### config.mk
export PLATFORM = sky130hd
export DESIGN_NAME = rho_lane_streamer
export DESIGN_NICKNAME = d
export VERILOG_FILES = /design/src/rtl/rho_lane_streamer.sv
export SDC_FILE = /design/constraint.sdc
export NUM_CORES = 2
export LEC_CHECK = 0
export ABC_CLOCK_PERIOD_IN_PS = 4000
export BUFFER_PORTS_ARGS = -buffer_cell sky130_fd_sc_hd__buf_2
export CORE_MARGIN = 2
export CORE_UTILIZATION = 28
export DETAILED_ROUTE_END_ITERATION = 16
export PLACE_DENSITY_LB_ADDON = 0.25
export SYNTH_ARGS = -nofsm -noshare
export SYNTH_HDL_FRONTEND = slang
export SYNTH_SLANG_ARGS = --single-unit
### constraint.sdc
create_clock -name clk -period 4 [get_ports clk]
set_input_delay 0.8 -clock clk [delete_from_list [all_inputs] [get_ports clk]]
set_output_delay 0.8 -clock clk [all_outputs]
set_load 0.03 [all_outputs]
### src/rtl/rho_lane_streamer.sv
// Rho-offset lane streamer: holds a 25-lane bank and feeds each lane, rotated by
// its fixed rho offset, to the bit-slice collector, then pulses the file-dump strobe.

module rho_lane #(
  parameter int LANE_W = 64,
  parameter int OFS    = 0
) (
  input  logic              clk,
  input  logic              rst,
  input  logic              we,
  input  logic [LANE_W-1:0] d,
  output logic [LANE_W-1:0] rot
);
  localparam int S = OFS % LANE_W;

  logic [LANE_W-1:0] q;

  always_ff @(posedge clk or negedge rst) begin
    if (!rst)    q <= '0;
    else if (we) q <= d;
  end

  // Constant rotation: pure wiring, no shifter
  if (S == 0) begin : g_norot
    assign rot = q;
  end else begin : g_rot
    assign rot = (q << S) | (q >> (LANE_W - S));
  end
endmodule

module rho_lane_streamer #(
  parameter int LANE_W    = 64,
  parameter int NUM_LANES = 25
) (
  input  logic              clk,
  input  logic              rst,
  input  logic              wrEn,
  input  logic [4:0]        wrAddr,
  input  logic [LANE_W-1:0] wrData,
  input  logic              start,
  output logic              busy,
  output logic              ldn,
  output logic [31:0]       number,
  output logic [LANE_W-1:0] nOut,
  output logic              writeToFile,
  output logic              done,
  output logic              err
);
  localparam logic [4:0] LAST = 5'(NUM_LANES - 1);

  function automatic int rho_ofs(input int i);
    case (i)
      0:  return 0;   1:  return 1;   2:  return 62;  3:  return 28;  4:  return 27;
      5:  return 36;  6:  return 44;  7:  return 6;   8:  return 55;  9:  return 20;
      10: return 3;   11: return 10;  12: return 43;  13: return 25;  14: return 39;
      15: return 41;  16: return 45;  17: return 15;  18: return 21;  19: return 8;
      20: return 18;  21: return 2;   22: return 61;  23: return 56;  24: return 14;
      default: return 0;
    endcase
  endfunction

  typedef enum logic [1:0] {IDLE, STREAM, FLUSH} st_t;

  st_t                                state;
  logic [4:0]                         idx;
  logic                               wr_ok;
  logic [NUM_LANES-1:0]               lane_we;
  logic [NUM_LANES-1:0][LANE_W-1:0]   lane_rot;

  assign wr_ok = wrEn && (state == IDLE) && (wrAddr <= LAST);

  for (genvar g = 0; g < NUM_LANES; g++) begin : g_lane
    assign lane_we[g] = wr_ok && (wrAddr == 5'(g));
    rho_lane #(.LANE_W(LANE_W), .OFS(rho_ofs(g))) u_lane (
      .clk (clk),
      .rst (rst),
      .we  (lane_we[g]),
      .d   (wrData),
      .rot (lane_rot[g])
    );
  end

  always_ff @(posedge clk or negedge rst) begin
    if (!rst) begin
      state       <= IDLE;
      idx         <= '0;
      busy        <= 1'b0;
      ldn         <= 1'b0;
      number      <= '0;
      nOut        <= '0;
      writeToFile <= 1'b0;
      done        <= 1'b0;
      err         <= 1'b0;
    end else begin
      ldn         <= 1'b0;
      writeToFile <= 1'b0;
      done        <= 1'b0;
      err         <= wrEn && ((state != IDLE) || (wrAddr > LAST));
      case (state)
        IDLE: begin
          if (start) begin
            state <= STREAM;
            idx   <= '0;
            busy  <= 1'b1;
          end
        end
        STREAM: begin
          ldn    <= 1'b1;
          number <= 32'(idx);
          nOut   <= lane_rot[idx];
          if (idx == LAST) begin
            state <= FLUSH;
            idx   <= '0;
          end else begin
            idx <= idx + 5'd1;
          end
        end
        FLUSH: begin
          writeToFile <= 1'b1;
          done        <= 1'b1;
          // The FLUSH exit edge is also the first edge a new start may be taken,
          // giving back-to-back streams a 26-cycle period.
          if (start) begin
            state <= STREAM;
            busy  <= 1'b1;
          end else begin
            state <= IDLE;
            busy  <= 1'b0;
          end
        end
        default: begin
          state <= IDLE;
          busy  <= 1'b0;
        end
      endcase
    end
  end
endmodule

Yosys cells after proc, flatten, opt, wreduce, memory -nomap -nowiden
Cells that the tools add are included.

Reductions and logical operators: 36. Order comparisons: 3. $add $sub $neg: 1. Bitwise gates (word level): 25. Equal/unequal tests: 29. Multiplexer cells: 14.

Operators by type and width (number): $bmux W64 S5 (1); $mux W64 (1); $or A64 B1 Y64 (1); $or A64 B10 Y64 (1); $or A64 B14 Y64 (1); $or A64 B15 Y64 (1); $or A64 B18 Y64 (1); $or A64 B2 Y64 (1); $or A64 B20 Y64 (1); $or A64 B21 Y64 (1); $or A64 B25 Y64 (1); $or A64 B27 Y64 (1); $or A64 B28 Y64 (1); $or A64 B3 Y64 (1); $or A64 B36 Y64 (1); $or A64 B39 Y64 (1); $or A64 B41 Y64 (1); $or A64 B43 Y64 (1); $or A64 B44 Y64 (1); $or A64 B45 Y64 (1); $or A64 B55 Y64 (1); $or A64 B56 Y64 (1); $or A64 B6 Y64 (1); $or A64 B61 Y64 (1); other kinds (27) (84).

Output and inout bits: 101. Input bits: 73. Register bits after elaboration: 1680. Logic and storage cells: 141.

Logic depth before layout (Yosys ltp)
Depth in word-level cells: 4. Depth in mapped cells: 10. Depth with buffers taken out: 6.

Cells and area by module
Synthesis repeated with hierarchy kept, for this count alone.

Cells, all modules: 5107. Area total of the unflattened synthesis: 83211.1 um^2.

By module, submodules not included: rho_lane (cells each 135, instances 25, area an instance 2678.8 um^2); rho_lane_streamer (cells each 1732, instances 1, area an instance 16240.6 um^2).

Least setup slack after synthesis
OpenSTA, ideal clock, no wires.

Path type: input-to-reg. From: in wrAddr[4]. To: reg g_lane[14].u_lane.q[10]. Stages: 7. Path slack: 1.332 ns. Data arrival time: 2.540 ns. Cells stage by stage: or4b_1 > buf_2 > or2_4 > nor3b_2 > buf_4 > buf_6 > mux2_1.

Word-level cells in the longest chain between the ends: 3. Elaborated cells on any way between the ends: 4.

RTL lines: start, declared (RTL line 38) `input logic [4:0] wrAddr,`; $le A5 B5 Y1 (RTL line 70) `assign wr_ok = wrEn && (state == IDLE) && (wrAddr <= LAST);`; $logic_and A1 B1 Y1 (RTL line 70); $logic_and A1 B1 Y1 * (RTL line 73) `assign lane_we[g] = wr_ok && (wrAddr == 5'(g));`; end signal, assigned (RTL line 19) `if (!rst) q <= '0;`; end signal, assigned (RTL line 20) `else if (we) q <= d;`; end, declared (RTL line 16) `logic [LANE_W-1:0] q;`.

Mark *: on every way between the ends. The rest lies on a longest branch, timed or not. A chain may end at the register's enable or synchronous reset.

Final worst setup path
From: reg state[1]. To: reg g_lane[6].u_lane.q[42].

Word-level cells in the longest chain between the ends: 4.

RTL lines: start, declared (RTL line 64) `st_t state;`; start signal, assigned (RTL line 85) `state <= IDLE;`; start signal, assigned (RTL line 102) `state <= STREAM;`; start signal, assigned (RTL line 112) `state <= FLUSH;`; $logic_not A2 Y1 (RTL line 70); $logic_and A1 B1 Y1 (2 in series) (RTL line 70); $logic_and A1 B1 Y1 (RTL line 73); end signal, assigned (RTL line 19); end signal, assigned (RTL line 20); end, declared (RTL line 16).

No other way between the ends.

==> results.json <==
{
  "dp_hpwl_um": 165000,
  "skew_ps": 35.9,
  "hold_path.class": "in2reg",
  "drc": 0,
  "nets": 5278,
  "cts_resized": 0,
  "clockBufferDepth": 3,
  "vias_per_cell": 5.54,
  "ys_warn_count": 0,
  "cp.arrival_ps": 3850,
  "layout-drive-gt1-share_pct": 42.4,
  "die_h_um": 522,
  "ys_seq_elements": 1680,
  "rsz0062_at_grt": "no",
  "synthArstFlopShare_pct": 100,
  "cts.sinks": 1680,
  "slew_headroom_pct": 25.4,
  "drt_iter0_drc": 5721,
  "numCtsBuffers": 187,
  "firstDrtPassIters": 7,
  "ios": 174,
  "status": "completed",
  "synth_enable_flop_cells": 0,
  "synthTopCellsByArea": "dfrtp_1, mux2_2, mux2i_1",
  "core_sq_um": 267000,
  "antenna_found_initial": 60,
  "place_ws_ps": 548,
  "grt_overflow_total": 0,
  "syn_avg_cell_area_sq_um": 14.4,
  "powerDensity_nw_per_um2": 599,
  "vias": 49464,
  "synth_top_area_share_pct": 56.0,
  "dieArea_sq_um": 272000,
  "cts-root-buf": "clkbuf_16",
  "port_buffers": 146,
  "ir_drop_v": 0.000591,
  "clkLatencyLatePin_ps": 860,
  "synth.largest_area_cell": "dfrtp_1",
  "gp_congestion": 0.754,
  "setup_slack_ps": 876,
  "power_leakage_nw": 42.2,
  "tightest_slew_ps": 1120,
  "fmax_mhz": 320,
  "fin_crit_ps": 3120,
  "drt-wirelength-per-cell_um": 35.6,
  "cp_max_fo": 49,
  "period_share_pct": 78.1,
  "die_x_um": 522,
  "netlist_area_sq_um": 75100,
  "cts_tree": "yes",
  "cap_violations": 0,
  "grt_pass1_wl_um": 435000,
  "wl_um": 318000,
  "report.final.slew_viol_count": 0,
  "synth_ff_type": "dfrtp_1",
  "worstSetupEndpointType": "flip-flop",
  "grt_max_degree": 134,
  "layout-area-overhead-vs-synth_pct": 15.2,
  "path_class": "reg2reg",
  "rows": 190,
  "h-tree-depth": 4,
  "critPathTopFamily": "simple AND/OR/NAND/NOR gates",
  "setup_violations": 0,
  "start_kind": "flip-flop",
  "worstPathRequired_ps": 4730,
  "synth_cell_types": 47,
  "hold_slack_ps": 205,
  "grt_pass1_vias": 49848,
  "hold_violations": 0,
  "path_buf_inv": 1,
  "grt_util_all_layers_pct": 23.1,
  "syn-instance-count": 5196,
  "path_clk_slew_ps": 60,
  "initial_utilization_pct": 28.1,
  "post_cts_buffers": 0,
  "setup_tns_ps": 0,
  "postRouteAntennaNets": 0,
  "ys_seq_area_share_pct": 56.0,
  "slowest_stage": "or4b_1",
  "hold_buffers": 1,
  "path_cells": "or4b_1 > nor2_1 > nand2_4 > buf_12 > mux2_2",
  "critPathMaxStageDelay_ps": 820
}
-- metal layers --
layer	up-vias	track usage (%)	part of all wire, %
li1	19107	-	-
met3	489	3.72	7.3
met1	27534	30.6	42
met2	2334	38.3	48
met5	-	0	0
met4	0	7.78	3.1
-- report_power, final --
group	internal, W	leakage [nW]	switching (W)
registers	0.0187	23.1	0.00119
clock network	0.0101	3.02	0.00733
logic	0.00505	16.1	0.00932
-- logic make-up (layout without fill, tap and decap cells) --
family | count (synthesis) | in the layout | share of synthesized area [%]
muxes | 2233 | 2233 | 34.8
DFF | 1680 | 1680 | 56.0
buffers and inverters | 508 | 634 | 3.09
and+or+nand+nor | 432 | 432 | 2.89
AOI/OAI and AO/OA | 339 | 339 | 3.16
adders and majority gates | 2 | 2 | 0.0333
other | 1 | 59 | 0.00500
xor gates and xnor gates | 1 | 1 | 0.0117
-- through the flow --
step                      cell area (sq um)  cells  utilization (%)  total power, W
final                                 86500   8932             32.3          0.0518
after global routing                  86400   8902             32.3          0.0535
after CTS                             86400   8900             32.3          0.0520
after detailed placement              80300   8565             30.0          0.0345
after global placement                80300   8565             30.0          0.0344
after floorplan                       75200   5222                -          0.0283
-- placed cells by master, fill, tap and decap left out, drive strengths merged, types with 2 or more instances in the layout --
cell	Yosys	final
nand4bb	3	3
nor3b	3	3
o21ai	8	8
nand2b	3	3
clkinv	0	22
a22oi	121	121
nor2	9	9
nand2	149	149
o22ai	21	21
conb	1	27
nor2b	10	10
a21oi	114	114
inv	4	11
a21o	8	8
mux4	142	142
clkbuf	320	296
diode	0	32
buf	184	295
or2	2	2
and2	2	2
mux2i	484	484
ha	2	2
a222oi	57	57
nand3	174	174
bufinv	0	8
nand4	57	57
a221oi	7	7
nor4b	2	2
nor3	13	13
dfrtp	1680	1680
mux2	1607	1607
-- worst register-to-register path: cells and delay by family, from the launching register on --
| family | cells | cell delay [ps] |
|---|---|---|
| flip-flops | 1 | 570 |
| multiplexers | 1 | 410 |
| buffers and inverters | 1 | 430 |
| AND/OR/NAND/NOR | 3 | 1590 |
-- cell usage after synthesis, types with 97 or more instances --
| library cell | n |
|---|---|
| mux2_2 | 1510 |
| a21oi_1 | 114 |
| a22oi_1 | 121 |
| mux4_2 | 142 |
| clkbuf_1 | 320 |
| buf_2 | 100 |
| nand2_1 | 149 |
| mux2_1 | 97 |
| dfrtp_1 | 1680 |
| nand3_1 | 173 |
| mux2i_1 | 484 |
-- sequential cells by signal, summed over array words and instances (netlist names) --
name,flops
done,1
number,5
busy,1
g_lane.u_lane.rot,64
state,2
ldn,1
err,1
idx,5
g_lane.u_lane.q,1536
nOut,64
-- final timing paths --
kind                                start                      end  slack (ps)  depth (start not counted)
worst min-delay path                 wrEn                      err         210                          2
worst max-delay path             state[1]   g_lane[6].u_lane.q[42]         880                          5
min in group asynchronous             rst  g_lane[15].u_lane.q[46]         530                          2
worst min register to register  number[4]                number[4]         470                          2
max in group asynchronous             rst   g_lane[5].u_lane.q[14]        2090                          4
worst max register to register   state[1]   g_lane[6].u_lane.q[42]         880                          5
-- layout make-up --
type	count	area [sq um]
fill	26290	181000
antenna	32	80.1
timing repair buffer	296	2710
clock inverter	38	515
clock buffer	296	5630
multi-input combinational	3034	31100
sequential	1680	42100
tap	3552	4440
inverter	4	15.0
(Power assumes the default switching activity.)
